File: src/rtl/periph_bus_ctrl.sv
// Single-master peripheral bus controller: decodes one CPU request against the
// BOOTROM/UART/PLIC windows, forwards it and returns the peripheral response.

package config_pkg;

    typedef struct packed {
        logic [31:0] BOOTROM_BASE;
        logic [31:0] BOOTROM_RANGE;
        logic        BOOTROM_SUPPORTED;
        logic        BOOTROM_PRELOAD;
        logic [31:0] UART_BASE;
        logic [31:0] UART_RANGE;
        logic        UART_SUPPORTED;
        logic [31:0] PLIC_BASE;
        logic [31:0] PLIC_RANGE;
        logic        PLIC_SUPPORTED;
    } config_t;

    localparam config_t DEFAULT_CFG = '{
        BOOTROM_BASE:      32'h0000_0000,
        BOOTROM_RANGE:     32'h0000_FFFF,
        BOOTROM_SUPPORTED: 1'b1,
        BOOTROM_PRELOAD:   1'b0,
        UART_BASE:         32'h1000_0000,
        UART_RANGE:        32'h0000_00FF,
        UART_SUPPORTED:    1'b1,
        PLIC_BASE:         32'h0C00_0000,
        PLIC_RANGE:        32'h03FF_FFFF,
        PLIC_SUPPORTED:    1'b1
    };

endpackage

module periph_bus_ctrl #(
    parameter config_pkg::config_t CFG            = config_pkg::DEFAULT_CFG,
    parameter int unsigned         TIMEOUT_CYCLES = 255
) (
    input  logic             clk_i,
    input  logic             rst_ni,
    // master side
    input  logic             m_req_valid_i,
    output logic             m_req_ready_o,
    input  logic [31:0]      m_addr_i,
    input  logic             m_we_i,
    input  logic [31:0]      m_wdata_i,
    input  logic [3:0]       m_wstrb_i,
    output logic             m_rsp_valid_o,
    output logic [31:0]      m_rdata_o,
    output logic             m_err_o,
    // peripheral side
    output logic [2:0]       s_sel_o,
    output logic             s_req_valid_o,
    input  logic [2:0]       s_req_ready_i,
    output logic [31:0]      s_addr_o,
    output logic             s_we_o,
    output logic [31:0]      s_wdata_o,
    output logic [3:0]       s_wstrb_o,
    input  logic [2:0]       s_rsp_valid_i,
    input  logic [2:0][31:0] s_rdata_i
);

    typedef enum logic [2:0] {
        ST_IDLE,
        ST_DECODE,
        ST_REQ,
        ST_WAIT,
        ST_RSP
    } state_t;

    localparam logic [15:0] CNT_LAST = 16'(TIMEOUT_CYCLES - 1);

    state_t      state_q, state_d;
    logic        ready_q;
    logic [31:0] addr_q;
    logic        we_q;
    logic [31:0] wdata_q;
    logic [3:0]  wstrb_q;
    logic [2:0]  sel_q;
    logic [31:0] offs_q;
    logic [15:0] cnt_q;
    logic [31:0] rdata_q;
    logic        err_q;

    // Inclusive window check done in 33 bits so BASE+RANGE never wraps.
    function automatic logic in_window(input logic [31:0] addr,
                                       input logic [31:0] base,
                                       input logic [31:0] range);
        logic [32:0] lo, hi, a;
        a  = {1'b0, addr};
        lo = {1'b0, base};
        hi = {1'b0, base} + {1'b0, range};
        return (a >= lo) && (a <= hi);
    endfunction

    logic hit_boot, hit_uart, hit_plic;
    assign hit_boot = CFG.BOOTROM_SUPPORTED && in_window(addr_q, CFG.BOOTROM_BASE, CFG.BOOTROM_RANGE);
    assign hit_uart = CFG.UART_SUPPORTED    && in_window(addr_q, CFG.UART_BASE,    CFG.UART_RANGE);
    assign hit_plic = CFG.PLIC_SUPPORTED    && in_window(addr_q, CFG.PLIC_BASE,    CFG.PLIC_RANGE);

    logic [2:0]  dec_sel;
    logic [31:0] dec_offs;
    logic        dec_err;

    // NOTE: every always_comb output gets a default first so no path infers a latch.
    always_comb begin
        dec_sel  = 3'b000;
        dec_offs = '0;
        dec_err  = 1'b0;
        if (hit_boot) begin
            if (we_q && !CFG.BOOTROM_PRELOAD) begin
                dec_err = 1'b1;
            end else begin
                dec_sel  = 3'b001;
                dec_offs = addr_q - CFG.BOOTROM_BASE;
            end
        end else if (hit_uart) begin
            dec_sel  = 3'b010;
            dec_offs = addr_q - CFG.UART_BASE;
        end else if (hit_plic) begin
            dec_sel  = 3'b100;
            dec_offs = addr_q - CFG.PLIC_BASE;
        end else begin
            dec_err = 1'b1;
        end
    end

    // sel_q is one-hot, so masking with it picks the selected peripheral.
    logic        req_hit, rsp_hit, timeout;
    logic [31:0] rsp_data;
    assign req_hit = |(s_req_ready_i & sel_q);
    assign rsp_hit = |(s_rsp_valid_i & sel_q);
    assign timeout = (cnt_q == CNT_LAST);

    always_comb begin
        rsp_data = '0;
        for (int i = 0; i < 3; i++) begin
            if (sel_q[i]) rsp_data = rsp_data | s_rdata_i[i];
        end
    end

    always_comb begin
        state_d = state_q;
        unique case (state_q)
            ST_IDLE:   if (m_req_valid_i) state_d = ST_DECODE;
            ST_DECODE: state_d = dec_err ? ST_RSP : ST_REQ;
            ST_REQ: begin
                if (timeout)      state_d = ST_RSP;
                else if (req_hit) state_d = ST_WAIT;
            end
            // A response arriving on the timeout cycle still wins.
            ST_WAIT:   if (rsp_hit || timeout) state_d = ST_RSP;
            ST_RSP:    state_d = ST_IDLE;
            default:   state_d = ST_IDLE;
        endcase
    end

    // NOTE: sequential state uses non-blocking assignments so every register
    // samples pre-edge values regardless of statement order.
    always_ff @(posedge clk_i or negedge rst_ni) begin
        if (!rst_ni) begin
            state_q <= ST_IDLE;
            ready_q <= 1'b0;
            addr_q  <= '0;
            we_q    <= 1'b0;
            wdata_q <= '0;
            wstrb_q <= '0;
            sel_q   <= '0;
            offs_q  <= '0;
            cnt_q   <= '0;
            rdata_q <= '0;
            err_q   <= 1'b0;
        end else begin
            state_q <= state_d;
            ready_q <= (state_d == ST_IDLE);
            unique case (state_q)
                ST_IDLE: begin
                    if (m_req_valid_i) begin
                        addr_q  <= m_addr_i;
                        we_q    <= m_we_i;
                        wdata_q <= m_wdata_i;
                        wstrb_q <= m_wstrb_i;
                    end
                end
                ST_DECODE: begin
                    cnt_q   <= '0;
                    rdata_q <= '0;
                    err_q   <= dec_err;
                    if (!dec_err) begin
                        sel_q  <= dec_sel;
                        offs_q <= dec_offs;
                    end
                end
                ST_REQ: begin
                    cnt_q <= cnt_q + 16'd1;
                    if (timeout) err_q <= 1'b1;
                end
                ST_WAIT: begin
                    cnt_q <= cnt_q + 16'd1;
                    if (rsp_hit) begin
                        rdata_q <= we_q ? '0 : rsp_data;
                        err_q   <= 1'b0;
                    end else if (timeout) begin
                        err_q <= 1'b1;
                    end
                end
                ST_RSP:  sel_q <= '0;
                default: ;
            endcase
        end
    end

    assign m_req_ready_o = ready_q;
    assign m_rsp_valid_o = (state_q == ST_RSP);
    assign m_rdata_o     = m_rsp_valid_o ? rdata_q : '0;
    assign m_err_o       = m_rsp_valid_o & err_q;

    assign s_sel_o       = sel_q;
    assign s_req_valid_o = (state_q == ST_REQ);
    assign s_addr_o      = offs_q;
    assign s_we_o        = we_q;
    assign s_wdata_o     = wdata_q;
    assign s_wstrb_o     = wstrb_q;

endmodule

File: config.mk
export PLATFORM = sky130hd
export DESIGN_NAME = periph_bus_ctrl
export DESIGN_NICKNAME = d
export VERILOG_FILES = /design/src/rtl/periph_bus_ctrl.sv
export SDC_FILE = /design/constraint.sdc
export NUM_CORES = 1
export LEC_CHECK = 0
export ABC_AREA = 1
export CORE_AREA = 2 2 135 137
export DETAILED_ROUTE_END_ITERATION = 16
export DIE_AREA = 0 0 137 139
export PLACE_DENSITY_LB_ADDON = 0.08
export SLEW_MARGIN = 20
export SYNTH_ARGS = -nofsm -noshare
export SYNTH_HDL_FRONTEND = slang
export SYNTH_SLANG_ARGS = --single-unit
File: constraint.sdc
create_clock -name clk_i -period 2.1 [get_ports clk_i]
set_input_delay 0.42 -clock clk_i [delete_from_list [all_inputs] [get_ports clk_i]]
set_output_delay 0.42 -clock clk_i [all_outputs]
set_load 0.005 [all_outputs]
=== Word-level counts from Yosys, hierarchy flattened ===
Index checks and enable logic that the tools add are counted.

* Flip-flop bits (word level): 157
* Word-level logic and storage cells: 79
* Output and inout bits: 108
* Input bits: 174

* Magnitude comparators: 5
* Add/sub/neg operators: 3
* Bitwise gates (word level): 6
* Multiplexer cells: 31
* Eq/ne operators: 7
* Reductions and logical operators: 16

{| class="wikitable"
|+ Operators by type and width
! cell !! number
|-
| 2-to-1 mux 32 bit || 10
|-
| bitwise OR 32 bit || 2
|-
| case mux 32 bit (2 select lines) || 1
|-
| >= comparator 32 x 28 -> 1 bit, second input constant || 1
|-
| >= comparator 32 x 29 -> 1 bit, second input constant || 1
|-
| less-or-equal comparator 32 x 16 -> 1 bit, second input constant || 1
|-
| less-or-equal comparator 32 x 28 -> 1 bit, second input constant || 1
|-
| less-or-equal comparator 32 x 29 -> 1 bit, second input constant || 1
|-
| case mux 16 bit (2 select lines) || 1
|-
| subtractor 32 x 28 -> 32 bit, second input constant || 1
|-
| subtractor 32 x 29 -> 32 bit, second input constant || 1
|-
| 2-to-1 mux 3 bit || 9
|-
| adder 16 x 1 -> 16 bit, second input constant || 1
|-
| equality test 16 x 8 -> 1 bit, second input constant || 1
|-
| case mux 3 bit (4 select lines) || 1
|-
| AND reduction 2 bit || 4
|-
| 2-to-1 mux 1 bit || 7
|-
| bitwise AND 3 bit || 2
|-
| equality test 3 x 2 -> 1 bit, second input constant || 2
|-
| zero test 3 bit || 2
|-
| case mux 3 bit (2 select lines) || 1
|-
| nonzero test 2 bit || 3
|-
| OR reduction 3 bit || 2
|-
| inequality test 2 bit, second input constant || 2
|-
| other kinds (9) || 10
|}

=== Longest topological paths before layout ===
* Word-level depth: 8
* Mapped depth: 14
* Depth with buffers taken out: 14

=== Least setup slack after synthesis ===
OpenSTA, ideal clock, no wires.

* Kind: register to register
* From: register addr_q[29]
* To: register offs_q[21], in the netlist s_addr_o[21]
* Cell stages (with the launch flop): 13
* Slack: 178 ps
* Data arrival time: 1805 ps
* Period minus slack after synthesis: 1922 ps
* Required time: 1983 ps
* Buffers on the path: 1
* Library setup time: 117 ps
* Path through: dfrtp_1 > inv_1 > ha_1 > nand2_2 > nor2_1 > nand2_1 > o21ai_4 > nand3_4 > nand3_4 > nand3_4 > buf_6 > nand2_1 > o21ai_2

* Cells in the longest elaborated chain, start to end: 7
* Elaborated cells between the ends (all ways): 15
* Classes of those cells: order compare (5); mux (6); bitwise (1); reduce/logical (3)

{| class="wikitable"
|+ Ends and longest elaborated chain
! element !! line !! text
|-
| from (decl) || 74 || <nowiki>logic [31:0] addr_q;</nowiki>
|-
| from (signal assigned) || 178 || <nowiki>addr_q <= m_addr_i;</nowiki>
|-
| >= comparator 32 x 28 -> 1 bit or less-or-equal comparator 32 x 28 -> 1 bit (tied branches) || 92 || <nowiki>return (a >= lo) && (a <= hi);</nowiki>
|-
| logical AND 1 bit || 92 ||
|-
| 2-to-1 mux 1 bit || 119 || <nowiki>end else if (hit_plic) begin</nowiki>
|-
| 2-to-1 mux 1 bit || 116 || <nowiki>end else if (hit_uart) begin</nowiki>
|-
| 2-to-1 mux 1 bit || 109 || <nowiki>if (hit_boot) begin</nowiki>
|-
| inverter 1 bit (no line) || -- ||
|-
| AND reduction 2 bit (no line) || -- ||
|-
| to (signal assigned) || 190 || <nowiki>offs_q <= dec_offs;</nowiki>
|-
| to (decl) || 79 || <nowiki>logic [31:0] offs_q;</nowiki>
|}

Several ways; a longest one is shown, not always the timed one.
A chain may end at the register's enable or synchronous reset.

=== Final worst setup path ===
* From: register state_q[1]
* To: output port m_rdata_o[13]

* Cells in the longest elaborated chain, start to end: 2

{| class="wikitable"
|+ Ends and longest elaborated chain
! element !! line !! text
|-
| from (decl) || 72 || <nowiki>state_t state_q, state_d;</nowiki>
|-
| from (signal assigned) || 173 || <nowiki>state_q <= state_d;</nowiki>
|-
| equality test 3 bit || 213 || <nowiki>assign m_rsp_valid_o = (state_q == ST_RSP);</nowiki>
|-
| 2-to-1 mux 32 bit || 214 || <nowiki>assign m_rdata_o = m_rsp_valid_o ? rdata_q : '0;</nowiki>
|-
| to (decl) || 48 || <nowiki>output logic [31:0] m_rdata_o,</nowiki>
|}

No other way between the ends.

==> summary.json <==
{
  "cap_viol_max_count": {"value": 0},
  "dp.cells": {"value": 1428},
  "chipHeight": {"value": 139, "unit": "µm"},
  "grt_setup_unrepaired": {"value": "yes"},
  "ys_top_cells_by_area": {"value": "sky130_fd_sc_hd__dfrtp_1 (51%), sky130_fd_sc_hd__nand2_1 (11%), sky130_fd_sc_hd__nand3_1 (5.9%)"},
  "route.final.wire_length": {"value": 22900, "unit": "µm"},
  "route.antenna.remaining_nets": {"value": 0},
  "synthDominantAreaCellType": {"value": "sky130_fd_sc_hd__dfrtp_1"},
  "holdCritStartpoint": {"value": "s_addr_o[30]$_DFFE_PN0P_"},
  "cp_num_buf_inv": {"value": 2},
  "h-tree-depth": {"value": 4},
  "pin_count": {"value": 282},
  "sequential_to_total_area_share_from_yosys_stat": {"value": 50.7, "unit": "%"},
  "worstPathMaxFanout": {"value": 20},
  "async_flop_share": {"value": 100, "unit": "%"},
  "track_usage": {"value": 24.1, "unit": "%"},
  "syn_avg_cell_area": {"value": 8.43, "unit": "µm²"},
  "area_growth_synth_to_finish": {"value": 52.0, "unit": "%"},
  "final_cells": {"value": 1470},
  "finish.net_count": {"value": 1409},
  "yosys_register_bits": {"value": 157},
  "post_synth_inst_count": {"value": 919},
  "hold_viol": {"value": 0},
  "ir_worst_vdd": {"value": 0.488, "unit": "mV"},
  "pwr_density_cell": {"value": 552, "unit": "mW/mm²"},
  "worst_r2r_startpoint": {"value": "addr_q[26]$_DFFE_PN0P_"},
  "grt_first_pass_wirelength": {"value": 35800, "unit": "µm"},
  "worstSkewPairLatency": {"value": 0.43, "unit": "ns"},
  "crit_arrival": {"value": 1.57, "unit": "ns"},
  "period_share": {"value": 94.6, "unit": "%"},
  "worst_slack_placed": {"value": 0.0971, "unit": "ns"},
  "std_cell_rows": {"value": 49},
  "clock_skew": {"value": 0.00729, "unit": "ns"},
  "timing.critical_path.from": {"value": "state_q[1]$_DFF_PN0_"},
  "timing.critical_path.from_type": {"value": "register"},
  "postSynthNetCount": {"value": 1100},
  "yosys-top-cells-count": {"value": "sky130_fd_sc_hd__nand2_1 (229), sky130_fd_sc_hd__dfrtp_1 (157), sky130_fd_sc_hd__nor2_1 (112)"},
  "n_antenna_cell": {"value": 0},
  "worst_ep_required_time": {"value": 1.68, "unit": "ns"},
  "critical_path.endpoint": {"value": "m_rdata_o[13]"},
  "place.port_buffers": {"value": 281},
  "die_w": {"value": 137, "unit": "µm"},
  "final_critical_path_setup_slack": {"value": 0.114, "unit": "ns"},
  "grt_overflow": {"value": 0},
  "largest_net_degree_at_the_start_of_global_routing": {"value": 65},
  "setup.worst_path.end_class": {"value": "output port"},
  "drc": {"value": 0},
  "nFillCells": {"value": 1465},
  "timing.max_slew.rel_slack": {"value": 63.8, "unit": "%"},
  "finalCriticalPeriod": {"value": 1.99, "unit": "ns"},
  "yosys.cell_types.count": {"value": 36},
  "drive_above_1_share": {"value": 14.4, "unit": "%"},
  "clock_sink_count": {"value": 157},
  "worstRegToRegCells": {"value": 12},
  "yosys.area.top_type_share": {"value": 50.7, "unit": "%"},
  "outcome": {"value": "completed"},
  "detail_route.first_pass.iterations": {"value": 4},
  "grt_pass1_vias": {"value": 7080},
  "start_util": {"value": 43.9, "unit": "%"},
  "setup_total_negative_slack": {"value": 0, "unit": "ns"},
  "critical_path_depth": {"value": 5},
  "dr.first_iter.drc_count": {"value": 346},
  "dpl.hpwl": {"value": 17200, "unit": "µm"},
  "final-seq-area": {"value": 0.00393, "unit": "mm²"},
  "tightest_pin_transition": {"value": 0.542, "unit": "ns"},
  "core_area": {"value": 0.0177, "unit": "mm²"},
  "synth_enable_flop_cells": {"value": 0},
  "multi_input_area": {"value": 0.00334, "unit": "mm²"},
  "path_clk_slew": {"value": 0.06, "unit": "ns"},
  "timing_worst_setup_path_type": {"value": "register to output port"},
  "ys_dominant_reg_cell": {"value": "sky130_fd_sc_hd__dfrtp_1"},
  "critPathSlowestCell": {"value": "sky130_fd_sc_hd__dfrtp_1"},
  "tritoncts.num_buffers": {"value": 17},
  "maxClockFrequency": {"value": 0.504, "unit": "GHz"},
  "vias_per_cell": {"value": 4.86},
  "crit_chain": {"value": "nor2_2 -> nand2_2 -> buf_12 -> nor2_1 -> dlygate4sd2_1"},
  "timing_max_transition_violations_final": {"value": 0},
  "path_delay_family": {"value": "buffers and inverters"},
  "final_util": {"value": 66.7, "unit": "%"},
  "yosysMostFrequentCell": {"value": "sky130_fd_sc_hd__nand2_1"},
  "cts_tree": {"value": "built"},
  "netlist_area": {"value": 0.00775, "unit": "mm²"},
  "num_vias": {"value": 7145},
  "stdcell_area": {"value": 0.0118, "unit": "mm²"},
  "number_of_buffers_between_clock_root_and_the_deepest_sink": {"value": 2},
  "report.final.setup_viol": {"value": 0},
  "grt_antenna_before_repair": {"value": 0},
  "yosys_warnings": {"value": 0},
  "power.leakage": {"value": 5.59, "unit": "nW"},
  "holdCritPathClass": {"value": "register to register"},
  "worst_path_max_stage_delay": {"value": 0.38, "unit": "ns"},
  "post_drt_wl_per_cell": {"value": 15.6, "unit": "µm"},
  "r2r_slack": {"value": 0.14, "unit": "ns"},
  "root_buffer": {"value": "sky130_fd_sc_hd__clkbuf_16"},
  "die_area": {"value": 0.0190, "unit": "mm²"},
  "worstReg2RegEnd": {"value": "s_addr_o[7]$_DFFE_PN0P_"},
  "gpl.final_weighted_congestion": {"value": 0.858},
  "placement.cell_area": {"value": 0.0111, "unit": "mm²"}
}
[worst register-to-register path: stages, from the launching register on]
cell                      delay [ns]
sky130_fd_sc_hd__dfrtp_1        0.38
sky130_fd_sc_hd__inv_1          0.11
sky130_fd_sc_hd__ha_4           0.16
sky130_fd_sc_hd__nand2_1        0.06
sky130_fd_sc_hd__nor2_2         0.15
sky130_fd_sc_hd__nand2_1        0.11
sky130_fd_sc_hd__o21ai_4        0.20
sky130_fd_sc_hd__nand3_4        0.10
sky130_fd_sc_hd__nand3_4        0.09
sky130_fd_sc_hd__nand3_4        0.13
sky130_fd_sc_hd__buf_12         0.20
sky130_fd_sc_hd__nand2_1        0.10
sky130_fd_sc_hd__o21ai_2        0.05
[final cells by class]
| cell class | count | share of cell area, % |
|---|---|---|
| Inverter | 89 | 2.86 |
| Timing Repair Buffer | 330 | 27.9 |
| Clock inverter | 12 | 1.16 |
| Tap cell | 229 | 2.43 |
| Multi-Input combinational cell | 633 | 28.4 |
| Clock buffer | 20 | 3.88 |
| Sequential cell | 157 | 33.4 |
[cells by family (layout without fill, tap and decap cells)]
group | Yosys count | after routing | synth area share, %
muxes | 42 | 42 | 6.05
and+or+nand+nor | 465 | 465 | 25.7
adders and majority gates | 7 | 7 | 1.13
xor gates and xnor gates | 3 | 3 | 0.339
buffers and inverters | 129 | 451 | 6.92
AOI/OAI and AO/OA | 116 | 116 | 9.12
DFF | 157 | 157 | 50.7
[worst min-delay path by stage]
| stage | cells past startpoint | end | slack, ns |
|---|---|---|---|
| after floorplan | 0 | addr_q[0]$_DFFE_PN0P_ | 0.12 |
| after global routing | 2 | s_addr_o[30]$_DFFE_PN0P_ | 0.50 |
| after detailed placement | 1 | cnt_q[6]$_DFFE_PN0P_ | 0.43 |
| final | 2 | s_addr_o[30]$_DFFE_PN0P_ | 0.47 |
| after CTS | 2 | s_addr_o[30]$_DFFE_PN0P_ | 0.47 |
| after global placement | 1 | rdata_q[10]$_DFFE_PN0P_ | 0.42 |
[flip-flops by register name, summed over array words and instances (netlist names)]
register / count
s_wdata_o: 32
s_wstrb_o: 4
s_we_o: 1
rdata_q: 32
s_addr_o: 32
addr_q: 32
cnt_q: 16
m_req_ready_o: 1
state_q: 3
err_q: 1
s_sel_o: 3
[where the power goes]
group	internal, mW	total (mW)	switching (mW)	leakage, nW
logic	0.292	0.399	0.107	3.30
registers	3.02	3.02	0	2.01
clock network	1.82	3.08	1.26	0.283
[layout by cell type (no fill, tap or decap), types with 5 or more instances in the layout]
| cell | count |
|---|---|
| sky130_fd_sc_hd__nor2_2 | 7 |
| sky130_fd_sc_hd__buf_12 | 11 |
| sky130_fd_sc_hd__clkdlybuf4s15_1 | 6 |
| sky130_fd_sc_hd__nand2_1 | 226 |
| sky130_fd_sc_hd__a21oi_1 | 34 |
| sky130_fd_sc_hd__nor3_1 | 5 |
| sky130_fd_sc_hd__nand3_1 | 90 |
| sky130_fd_sc_hd__ha_1 | 6 |
| sky130_fd_sc_hd__clkbuf_16 | 18 |
| sky130_fd_sc_hd__mux2_2 | 39 |
| sky130_fd_sc_hd__inv_1 | 84 |
| sky130_fd_sc_hd__dfrtp_1 | 156 |
| sky130_fd_sc_hd__o21ai_2 | 26 |
| sky130_fd_sc_hd__nand2_2 | 5 |
| sky130_fd_sc_hd__clkdlybuf4s50_1 | 245 |
| sky130_fd_sc_hd__buf_4 | 36 |
| sky130_fd_sc_hd__nor2_1 | 106 |
| sky130_fd_sc_hd__o21ai_0 | 46 |
| sky130_fd_sc_hd__dlygate4sd2_1 | 26 |
| sky130_fd_sc_hd__nand4_1 | 9 |
[through the flow]
| step | hold WS (ns) | power [mW] |
|---|---|---|
| finish | 0.470 | 6.51 |
| global route | 0.498 | 6.71 |
| CTS | 0.472 | 6.57 |
| detailed placement | 0.426 | 3.48 |
| global placement | 0.417 | 3.48 |
| floorplan | 0.124 | 3.08 |
[per-layer routing]
metal / GRT usage [%] / routed length [µm]
met5: 0 / 0
met4: 8.46 / 496
met2: 42.6 / 11500
met1: 28.1 / 9270
met3: 5.81 / 1570
[repair_timing]
action	in CTS	in global routing
buffers inserted	6	2
gates cloned	0	1
hold buffers	1	0
hold endpoints to repair	50	0
gates resized for setup	41	24
pin swaps	1	1
endpoints found under the setup margin	35	47
(Power assumes the default switching activity.)
